===== src/rtl/ctrl_issue_unit_pkg.sv =====
// ctrl_issue_unit_pkg: shared encodings for the issue unit and its condition checker.
package ctrl_issue_unit_pkg;
  localparam logic [1:0] MODE_ARITH = 2'b00;
  localparam logic [1:0] MODE_MEM   = 2'b01;
  localparam logic [1:0] MODE_BR    = 2'b10;
  localparam logic [1:0] MODE_COP   = 2'b11;
  localparam logic [3:0] OP_AND = 4'b0000;
  localparam logic [3:0] OP_EOR = 4'b0001;
  localparam logic [3:0] OP_SUB = 4'b0010;
  localparam logic [3:0] OP_ADD = 4'b0100;
  localparam logic [3:0] OP_ADC = 4'b0101;
  localparam logic [3:0] OP_SBC = 4'b0110;
  localparam logic [3:0] OP_TST = 4'b1000;
  localparam logic [3:0] OP_CMP = 4'b1010;
  localparam logic [3:0] OP_ORR = 4'b1100;
  localparam logic [3:0] OP_MOV = 4'b1101;
  localparam logic [3:0] OP_MVN = 4'b1111;
  localparam logic [3:0] CMD_NOP = 4'b0000;
  localparam logic [3:0] CMD_MOV = 4'b0001;
  localparam logic [3:0] CMD_ADD = 4'b0010;
  localparam logic [3:0] CMD_ADC = 4'b0011;
  localparam logic [3:0] CMD_SUB = 4'b0100;
  localparam logic [3:0] CMD_SBC = 4'b0101;
  localparam logic [3:0] CMD_AND = 4'b0110;
  localparam logic [3:0] CMD_ORR = 4'b0111;
  localparam logic [3:0] CMD_EOR = 4'b1000;
  localparam logic [3:0] CMD_MVN = 4'b1001;
  localparam logic [3:0] COND_EQ = 4'b0000;
  localparam logic [3:0] COND_NE = 4'b0001;
  localparam logic [3:0] COND_CS = 4'b0010;
  localparam logic [3:0] COND_CC = 4'b0011;
  localparam logic [3:0] COND_MI = 4'b0100;
  localparam logic [3:0] COND_PL = 4'b0101;
  localparam logic [3:0] COND_VS = 4'b0110;
  localparam logic [3:0] COND_VC = 4'b0111;
  localparam logic [3:0] COND_HI = 4'b1000;
  localparam logic [3:0] COND_LS = 4'b1001;
  localparam logic [3:0] COND_GE = 4'b1010;
  localparam logic [3:0] COND_LT = 4'b1011;
  localparam logic [3:0] COND_GT = 4'b1100;
  localparam logic [3:0] COND_LE = 4'b1101;
  localparam logic [3:0] COND_AL = 4'b1110;
  localparam logic [3:0] COND_NV = 4'b1111;
  typedef enum logic {ST_IDLE, ST_MEM_WAIT} state_e;
  typedef struct packed {
    logic [3:0] cmd;
    logic       mem_r;
    logic       mem_w;
    logic       wb;
    logic       status_w;
    logic       branch;
    logic       imm;
    logic       valid;
  } issue_t;
  function automatic logic [3:0] alu_cmd(input logic [3:0] op);
    case (op)
      OP_MOV:  return CMD_MOV;
      OP_MVN:  return CMD_MVN;
      OP_ADD:  return CMD_ADD;
      OP_ADC:  return CMD_ADC;
      OP_SUB:  return CMD_SUB;
      OP_SBC:  return CMD_SBC;
      OP_AND:  return CMD_AND;
      OP_ORR:  return CMD_ORR;
      OP_EOR:  return CMD_EOR;
      OP_CMP:  return CMD_SUB;
      OP_TST:  return CMD_AND;
      default: return CMD_NOP;
    endcase
  endfunction
endpackage


===== src/rtl/ctrl_issue_unit_cond_check.sv =====
// cond_check: combinational ARM condition-code evaluation against {N,Z,C,V}.
module cond_check
  import ctrl_issue_unit_pkg::*;
(
  input  logic [3:0] cond,
  input  logic [3:0] status,
  output logic       pass
);
  logic n, z, c, v;
  assign {n, z, c, v} = status;
  always_comb begin
    case (cond)
      COND_EQ: pass = z;
      COND_NE: pass = !z;
      COND_CS: pass = c;
      COND_CC: pass = !c;
      COND_MI: pass = n;
      COND_PL: pass = !n;
      COND_VS: pass = v;
      COND_VC: pass = !v;
      COND_HI: pass = c && !z;
      COND_LS: pass = !c || z;
      COND_GE: pass = n == v;
      COND_LT: pass = n != v;
      COND_GT: pass = !z && (n == v);
      COND_LE: pass = z || (n != v);
      COND_AL: pass = 1'b1;
      default: pass = 1'b0;
    endcase
  end
endmodule


===== src/rtl/ctrl_issue_unit.sv =====
// ctrl_issue_unit: decodes instruction fields into registered execute controls and tracks outstanding memory accesses.
module ctrl_issue_unit
  import ctrl_issue_unit_pkg::*;
#(
  parameter int CMD_W       = 4,
  parameter int MEM_TIMEOUT = 15,
  parameter int COND_EN     = 1
) (
  input  logic             clk,
  input  logic             rst,
  input  logic             valid_in,
  input  logic [1:0]       mode,
  input  logic [3:0]       opcode,
  input  logic             s,
  input  logic             imm_in,
  input  logic [3:0]       cond,
  input  logic [3:0]       status,
  input  logic             stall,
  input  logic             flush,
  input  logic             mem_ready,
  output logic [CMD_W-1:0] exec_cmd,
  output logic             mem_r_en,
  output logic             mem_w_en,
  output logic             wb_en,
  output logic             status_w_en,
  output logic             branch_taken,
  output logic             imm,
  output logic             valid_out,
  output logic             busy,
  output logic             mem_err
);
  state_e     state_q, state_d;
  issue_t     out_q, out_d, dec;
  logic [7:0] cnt_q, cnt_d;
  logic       err_q, err_d;
  logic       cond_pass, pass, tmo;
  cond_check u_cond (.cond(cond), .status(status), .pass(cond_pass));
  assign pass = (COND_EN == 0) || cond_pass;
  assign tmo  = cnt_q + 8'd1 == 8'(MEM_TIMEOUT);
  always_comb begin
    dec       = '0;
    dec.valid = 1'b1;
    dec.imm   = imm_in;
    case (mode)
      MODE_ARITH: begin
        dec.cmd = alu_cmd(opcode);
        if (dec.cmd != CMD_NOP) begin
          dec.wb       = !(opcode == OP_CMP || opcode == OP_TST);
          dec.status_w = s || !dec.wb;
        end
      end
      MODE_MEM: begin
        dec.cmd   = CMD_ADD;
        dec.mem_r = s;
        dec.mem_w = !s;
        dec.wb    = s;
      end
      MODE_BR: dec.branch = 1'b1;
      default: ;
    endcase
    // A failed condition still issues a bubble marked valid, with nothing enabled.
    if (!pass) {dec.mem_r, dec.mem_w, dec.wb, dec.status_w, dec.branch} = '0;
  end
  always_comb begin
    state_d = state_q;
    out_d   = out_q;
    cnt_d   = cnt_q;
    err_d   = err_q;
    if (flush) begin
      state_d = ST_IDLE;
      out_d   = '0;
      cnt_d   = '0;
    end else if (state_q == ST_MEM_WAIT) begin
      cnt_d = cnt_q + 8'd1;
      if (mem_ready) begin
        state_d     = ST_IDLE;
        cnt_d       = '0;
        out_d.mem_r = 1'b0;
        out_d.mem_w = 1'b0;
      end else if (tmo) begin
        state_d = ST_IDLE;
        cnt_d   = '0;
        out_d   = '0;
        err_d   = 1'b1;
      end
    end else if (!stall) begin
      out_d   = valid_in ? dec : '0;
      state_d = (valid_in && mode == MODE_MEM && pass) ? ST_MEM_WAIT : ST_IDLE;
    end
  end
  always_ff @(posedge clk) begin
    if (rst) begin
      state_q <= ST_IDLE;
      out_q   <= '0;
      cnt_q   <= '0;
      err_q   <= 1'b0;
    end else begin
      state_q <= state_d;
      out_q   <= out_d;
      cnt_q   <= cnt_d;
      err_q   <= err_d;
    end
  end
  assign exec_cmd     = CMD_W'(out_q.cmd);
  assign mem_r_en     = out_q.mem_r;
  assign mem_w_en     = out_q.mem_w;
  assign wb_en        = out_q.wb;
  assign status_w_en  = out_q.status_w;
  assign branch_taken = out_q.branch;
  assign imm          = out_q.imm;
  assign valid_out    = out_q.valid;
  assign busy         = state_q == ST_MEM_WAIT;
  assign mem_err      = err_q;
endmodule


===== config.mk =====
export PLATFORM = sky130hd
export DESIGN_NAME = ctrl_issue_unit
export DESIGN_NICKNAME = d
export VERILOG_FILES = /design/src/rtl/ctrl_issue_unit_pkg.sv /design/src/rtl/ctrl_issue_unit_cond_check.sv /design/src/rtl/ctrl_issue_unit.sv
export SDC_FILE = /design/constraint.sdc
export NUM_CORES = 1
export LEC_CHECK = 0
export ABC_AREA = 1
export BUFFER_PORTS_ARGS = -buffer_cell sky130_fd_sc_hd__clkbuf_2
export CORE_ASPECT_RATIO = 1.5
export CORE_UTILIZATION = 45
export CTS_CLUSTER_DIAMETER = 200
export DETAILED_ROUTE_END_ITERATION = 12
export MAX_ROUTING_LAYER = met4
export PLACE_DENSITY = 0.68
export SLEW_MARGIN = 40
export SYNTH_ARGS = -nofsm -noshare
export SYNTH_HDL_FRONTEND = slang
export SYNTH_HIERARCHICAL = 1
export SYNTH_SLANG_ARGS = --single-unit
export TNS_END_PERCENT = 30

===== constraint.sdc =====
create_clock -name clk -period 2.19 [get_ports clk]
set_input_delay 0.219 -clock clk [delete_from_list [all_inputs] [get_ports clk]]
set_output_delay 0.219 -clock clk [all_outputs]
set_load 0.02 [all_outputs]

==> results of run 1 <==
==> synthesized netlist by cell type <==
library cell | number | area [um2]
nand2_1 | 73 | 274.0
inv_1 | 33 | 123.9
nor2_1 | 29 | 108.9
nand3_1 | 27 | 135.1
dfxtp_1 | 21 | 420.4
a21oi_1 | 14 | 70.07
nand2_2 | 12 | 75.07
ha_1 | 7 | 87.58
a21oi_2 | 6 | 52.55
inv_2 | 4 | 15.01
nand4_1 | 4 | 25.02
o21ai_0 | 4 | 20.02
clkinv_1 | 3 | 11.26
nand3b_1 | 3 | 22.52
nor2_4 | 3 | 33.78
o21bai_1 | 3 | 22.52
clkbuf_1 | 2 | 7.510
nor2_2 | 2 | 12.51
nor3_1 | 2 | 10.01
nor4_1 | 2 | 12.51
o22ai_1 | 2 | 12.51
buf_12 | 1 | 20.02
buf_2 | 1 | 5.000
buf_4 | 1 | 7.510
nand2_4 | 1 | 11.26
nand3_2 | 1 | 10.01
nand3_4 | 1 | 17.52
o21bai_2 | 1 | 11.26
or2_2 | 1 | 6.260
==> kinds of logic after synthesis <==
| kind of cell | share of synthesized area (%) |
|---|---|
| buf+inv | 11.59 |
| simple gates | 45.96 |
| flops | 25.61 |
| compound gates | 11.51 |
| fa+ha+maj | 5.335 |
==> critical path, stage by stage (launching register included) <==
cell     delay, ps
dfxtp_1        440
ha_1           260
inv_1           60
nand2_1         80
nand2_1         50
nor2_1         130
nand3_2        110
nor2_4         120
nand3_4        130
nand2_4        170
inv_1           70
nor2_1          90
nor2_1          50
==> layout by cell type (no fill, tap or decap) <==
master     n
nor4_1     2
o22ai_1    2
inv_2      4
nor2_4     3
clkinv_1   3
nor3_1     2
dfxtp_1   21
o21bai_1   3
nor2_1    29
nand2_1   73
clkbuf_1   1
nand4_1    4
a21oi_2    6
nand3_1   27
or2_2      1
nand2_4    1
nand3b_1   3
a21oi_1   14
nand3_2    1
inv_1     33
o21ai_0    4
buf_4      1
nand2_2   12
ha_1       7
clkbuf_2  34
nand3_4    1
o21bai_2   1
nor2_2     2
clkbuf_8   3
==> worst max-delay path by stage <==
stage                     slack, ps                       end                  start  depth (start not counted)
after CTS                       350  status_w_en$_SDFFE_PP0P_  cnt_q[1]$_SDFFE_PP0P_                         12
after global routing            150  status_w_en$_SDFFE_PP0P_  cnt_q[1]$_SDFFE_PP0P_                         12
after floorplan                 570        wb_en$_SDFFE_PP0P_  cnt_q[1]$_SDFFE_PP0P_                         13
after global placement          420  status_w_en$_SDFFE_PP0P_  cnt_q[1]$_SDFFE_PP0P_                         12
final                           350  status_w_en$_SDFFE_PP0P_  cnt_q[1]$_SDFFE_PP0P_                         12
after detailed placement        360  status_w_en$_SDFFE_PP0P_  cnt_q[1]$_SDFFE_PP0P_                         12
==> area by class of cell <==
type	instances	area, um2	share of cell area (%)
clock buffer	4	45.04	2.400
inverter	40	150.1	8.000
multi-input combinational	198	1031	54.93
sequential	21	420.4	22.40
tap	42	52.55	2.800
timing repair buffer	35	177.7	9.467
==> power groups by stage <==
stage	logic (uW)	registers (uW)	clock network, uW
after global routing	163	388	274
after global placement	141	397	0
after detailed placement	142	396	0
after CTS	142	387	259
final	142	387	256
after floorplan	90.5	400	0
==> stage by stage <==
| stage | area (um2) | worst slack (ps) | util [%] |
|---|---|---|---|
| final | 1877 | 348.7 | 54.43 |
| after global routing | 1877 | 150.8 | 54.43 |
| after CTS | 1877 | 350.1 | 54.43 |
| after detailed placement | 1832 | 356.8 | 53.12 |
| after global placement | 1832 | 417.1 | 53.12 |
| after floorplan | 1642 | 566.2 | - |
==> registers in the layout, summed over array words and instances, names as in the netlist <==
signal	cells
mem_w_en	1
imm	1
branch_taken	1
valid_out	1
wb_en	1
mem_r_en	1
busy	1
status_w_en	1
cnt_q	8
exec_cmd	4
mem_err	1
==> metal layers <==
layer	vias up	wire, um	GRT usage (%)
met1	722	1414	20.30
met2	33	2110	42.11
met5	-	0	-
li1	899	-	-
met3	5	85	1.198
met4	0	65	8.108
==> summary.txt, run 1 <==
Run status
  • Outcome: finished clean

Die
  • Core area: 3448 um2
  • Ports: 35
  • Die H: ~76 um
  • Rows: 26
  • Initial Utilization: 47.61%
  • Die width: 51.32 um
  • DIE AREA: 3898 um2

CTS
  • Clock Sinks: 21
  • Postcts setup bufs: 0
  • CTS tree: built
  • Clock buffer depth: 2
  • Clk slew on worst S/H paths: 70 ps
  • Num CTS Buffers: 3
  • Worst-Skew Late Latency: roughly 270 ps
  • CTS resizes: 0
  • Depth of the CTS H-tree: 1
  • CTS hold repair buffers: 0
  • Clk Tree Root Cell: clkbuf_8

Hold path
  • Hold crit path type: in -> reg
  • Hold depth: 2
  • Worst hold path endpoint: mem_err$_SDFFE_PP0P_
  • HP Start: rst

Pwr
  • Reg power frac: 49.3%
  • Switch share: 28.05%
  • Clock power share: about a third
  • Combinational share of power: 18.0%
  • VDD IR-drop max: about 0.26 mV
  • Power Density: 418.4 nW/um2
  • Switching power: 220.2 uW
  • Cell-internal power: 565.0 uW
  • Total power: 785.3 uW
  • Lkg Pwr: 0.0008979 uW

GRT
  • GRT Overall Usage: 21.32%
  • GR Overflow Total: 0
  • First-pass GRT wire length: 6320 um
  • Initial antenna violation count: 0
  • Via count of the first global-routing pass: 1,609
  • Largest net degree at the start of global routing: 21

Drt
  • Post-Route WL: 3676 um
  • 1st-pass router iterations: 4
  • Avg WL per Cell: between 10 and 15 um
  • Total number of vias: 1,659
  • Antenna viol nets, final: 0
  • Via/cell ratio: 4.879
  • Initial DRC Count: 24
  • DRC Markers: 0

STA
  • Final Hold Fails: 0
  • Clock skew: 2.323 ps
  • Final hold slack: 157.3 ps
  • Fmax: 543.1 MHz
  • RSZ-0062 raised after global routing: false
  • Max transition margin: 56.06%
  • Slew Viols, Final: 0
  • Setup TNS: 0 ps
  • Final period util: 84.08%
  • Worst-Margin Slew: ~660 ps
  • Min Tclk post-route: roughly 1800 ps
  • # setup viols final: 0

Setup path
  • R2r worst-path depth: 12
  • Worst reg2reg startpoint: cnt_q[1]$_SDFFE_PP0P_
  • CP required: between 2000 and 2500 ps
  • CP endpoint kind: flop
  • FF-to-FF setup slack: approximately 350 ps
  • Max FO, Critical Path: 11
  • WP data arrival: 2010 ps
  • CP Launch Type: flop
  • Critical path class: reg -> reg
  • RR Endpoint: status_w_en$_SDFFE_PP0P_

Layout
  • Final non-filler cell total: 340
  • Share of cells above drive strength 1: 23.49%
  • Fillers: 376
  • Nets: 328
  • Area Overhead vs Synth: 14.33%
  • N_diodes: 0

Place
  • Port bufs: 34
  • Cell count after placement: 336
  • Final GP Congestion: between 0.8 and 0.9
  • DP Wirelength: 3078 um

Yosys
  • Sequential element share of the synthesized area: 25.61%
  • Count of unique library cells instantiated by Yosys: 29
  • Syn_nets: 293
  • Yosys Warn Count: 6
  • #FFs+latches synth: 21
  • Mapped Cells: 264
  • Post-Syn Area per Cell: just over 6 um2
  • Synth Cell Area: 1642 um2

Job
  • Max cap viols: 0
Note: power is estimated with default switching activity, not from simulation.
==> run 2: changes to the inputs <==
Clock period 2.19 ns to 1.7 ns, I/O delays scaled along.
==> summary.txt, run 2 (synthesis results as in run 1) <==
STA
  • Clock skew: 3.923 ps (+1.600 ps)
  • Slew Viols, Final: 0 (unchanged)
  • Final Hold Fails: 0 (unchanged)
  • # setup viols final: 0 (unchanged)
  • Worst-Margin Slew: 524.1 ps (-134.3 ps)
  • Final period util: 95.55% (+11 points)
  • Min Tclk post-route: 1624 ps (-217.0 ps)
  • Max transition margin: 65.02% (+9.0 points)
  • Fmax: 615.6 MHz (+13%)
  • Final hold slack: 103.7 ps (-53.57 ps)

Drt
  • Post-Route WL: 3934 um (+7.0%)
  • 1st-pass router iterations: 4 (unchanged)
  • Antenna viol nets, final: 0 (unchanged)
  • Initial DRC Count: 31 (+29%)
  • DRC Markers: 0 (unchanged)
  • Avg WL per Cell: 11.30 um (+4.6%)
  • Via/cell ratio: 5.060 (+3.7%)
  • Total number of vias: 1,761 (+6.1%)

Hold path
  • HP Start: rst
  • Hold crit path type: in -> reg
  • Hold depth: 2 (unchanged)

Layout
  • Nets: 336 (+2.4%)
  • Most common cell after layout, fill and taps aside: nand2_1
  • Share of cells above drive strength 1: 29.41% (+5.9 points)
  • Fillers: 379 (+0.80%)
  • Register with the most flip-flops: cnt_q
  • Max FFs per register: 8 (unchanged)
  • Core Util, Final: 58.38% (+4.0 points)
  • N_diodes: 0 (unchanged)
  • Most frequent cells in the layout: 70 x nand2_1, 34 x clkbuf_2, 33 x inv_1, 26 x nor2_1, 25 x nand3_1
  • Final Instance Area: 2013 um2 (+7.3%)
  • Area Overhead vs Synth: 22.64%

Setup path
  • CP peak stage delay: 360 ps (-80 ps)
  • Critical path class: reg -> reg
  • R2r worst-path depth: 12 (unchanged)
  • CP Launch Type: flop
  • Max FO, Critical Path: 8 (-3)
  • Crit path buf inv count: 2 (unchanged)
  • WP data arrival: 1830 ps (-180 ps)
  • CP required: 1900 ps (-450 ps)
  • Crit-path leading delay family: simple AND/OR/NAND/NOR gates
  • Most frequent CP cell: nand2_1
  • CP endpoint kind: flop
  • CP startpoint: cnt_q[0]$_SDFFE_PP0P_
  • Worst reg2reg startpoint: cnt_q[0]$_SDFFE_PP0P_
  • Crit path max-delay cell type: dfxtp_2
  • Crit path depth: 12 (unchanged)
  • Critical path, cell by cell: ha_4 > inv_1 > nand2_1 > nand2_1 > nor2_2 > nand3_2 > nor2_4 > nand3_4 > nand2_8 > buf_12 > nand2_2 > a21oi_2

GRT
  • M2 GR Usage: 42.89% (+0.79 points)
  • Largest net degree at the start of global routing: 18 (-14%)
  • Grt met1 use: 18.50% (-1.8 points)
  • GRT Overall Usage: 20.97% (-0.35 points)
  • Initial antenna violation count: 0 (unchanged)
  • Grt peak-use layer: met2
  • Via count of the first global-routing pass: 1,622 (+0.81%)
  • First-pass GRT wire length: 6313 um (-0.11%)
  • Grt met3 use: 2.196% (+1.0 points)
  • GR Overflow Total: 0 (unchanged)

Run status
  • Outcome: finished clean

Die
  • Core area: 3448 um2 (unchanged)
  • Initial Utilization: 47.61% (unchanged)
  • DIE AREA: 3898 um2 (unchanged)
  • Ports: 35 (unchanged)
  • Die H: 75.97 um (unchanged)
  • Rows: 26 (unchanged)
  • Die width: 51.32 um (unchanged)

CTS
  • Clk Tree Root Cell: clkbuf_8
  • Worst-Skew Late Latency: 260 ps (about the same)
  • Depth of the CTS H-tree: 1 (unchanged)
  • Clk slew on worst S/H paths: 80 ps (about the same)
  • CTS hold repair buffers: 0 (unchanged)
  • Num CTS Buffers: 3 (unchanged)
  • Clock Sinks: 21 (unchanged)
  • Clock buffer depth: 2 (unchanged)
  • CTS tree: built

Pwr
  • Lkg Pwr: 0.0009462 uW (+5.4%)
  • Power Density: 507.8 nW/um2 (+21%)
  • VDD IR-drop max: 0.3937 mV (+53%)

Place
  • DP Wirelength: 3225 um (+4.8%)
  • Final GP Congestion: 0.8787 (+7.1%)
  • Post-DP Area: 1877 um2 (+2.5%)
  • Port bufs: 34 (unchanged)

Job
  • Max cap viols: 0 (unchanged)
[run 2: cell count changes in the layout (fill, tap and decap cells not counted), sizes merged]
cell  previous run  this run
buf              1         9
[run 2: cell type report]
type                       instances  area (um2)  share of cell area, %
sequential                        21       424.2                  21.07
tap                               42       52.55                  2.610
multi-input combinational        198        1077                  53.51
clock buffer                       4       45.04                  2.237
timing repair buffer              43       261.5                  12.99
inverter                          40       152.6                  7.582
[run 2: path summary, 6_finish.rpt]
kind                              end  slack [ps]
min              mem_err$_SDFFE_PP0P_         100
min reg2reg      mem_err$_SDFFE_PP0P_         470
max reg2reg  exec_cmd[3]$_SDFFE_PP0P_          80
max          exec_cmd[3]$_SDFFE_PP0P_          80
[run 2: repair_timing]
item / CTS / global route
resized for setup: 0 / 18
setup endpoints to repair: 0 / 14
buffers inserted: 0 / 2
hold endpoints to repair: 0 / 0
[run 2: stage by stage]
step / total power (uW) / TNS, ps / std cells / setup WS [ps]
floorplan: 632.3 / 0 / 264 / 76.18
global placement: 694.0 / 0 / 342 / 50.03
detailed placement: 695.4 / 0 / 342 / 55.08
CTS: 1018 / 0 / 346 / 67.50
global route: 1074 / -11.36 / 348 / -5.667
finish: 1022 / 0 / 348 / 75.65
[run 2: layer usage]
metal  share of wire, %  wire length [um]  up-vias
met4                1.8                70        0
met3                1.7                67        6
met5                  0                 0        -
li1                   -                 -      921
met2                 59              2326       27
met1                 37              1469      807
[run 2: report_power, final]
part	leakage (uW)	switching, uW	internal [uW]
combinational	0.000752	122	74.0
sequential	0.000171	3.01	496
clock	0.0000228	160	167
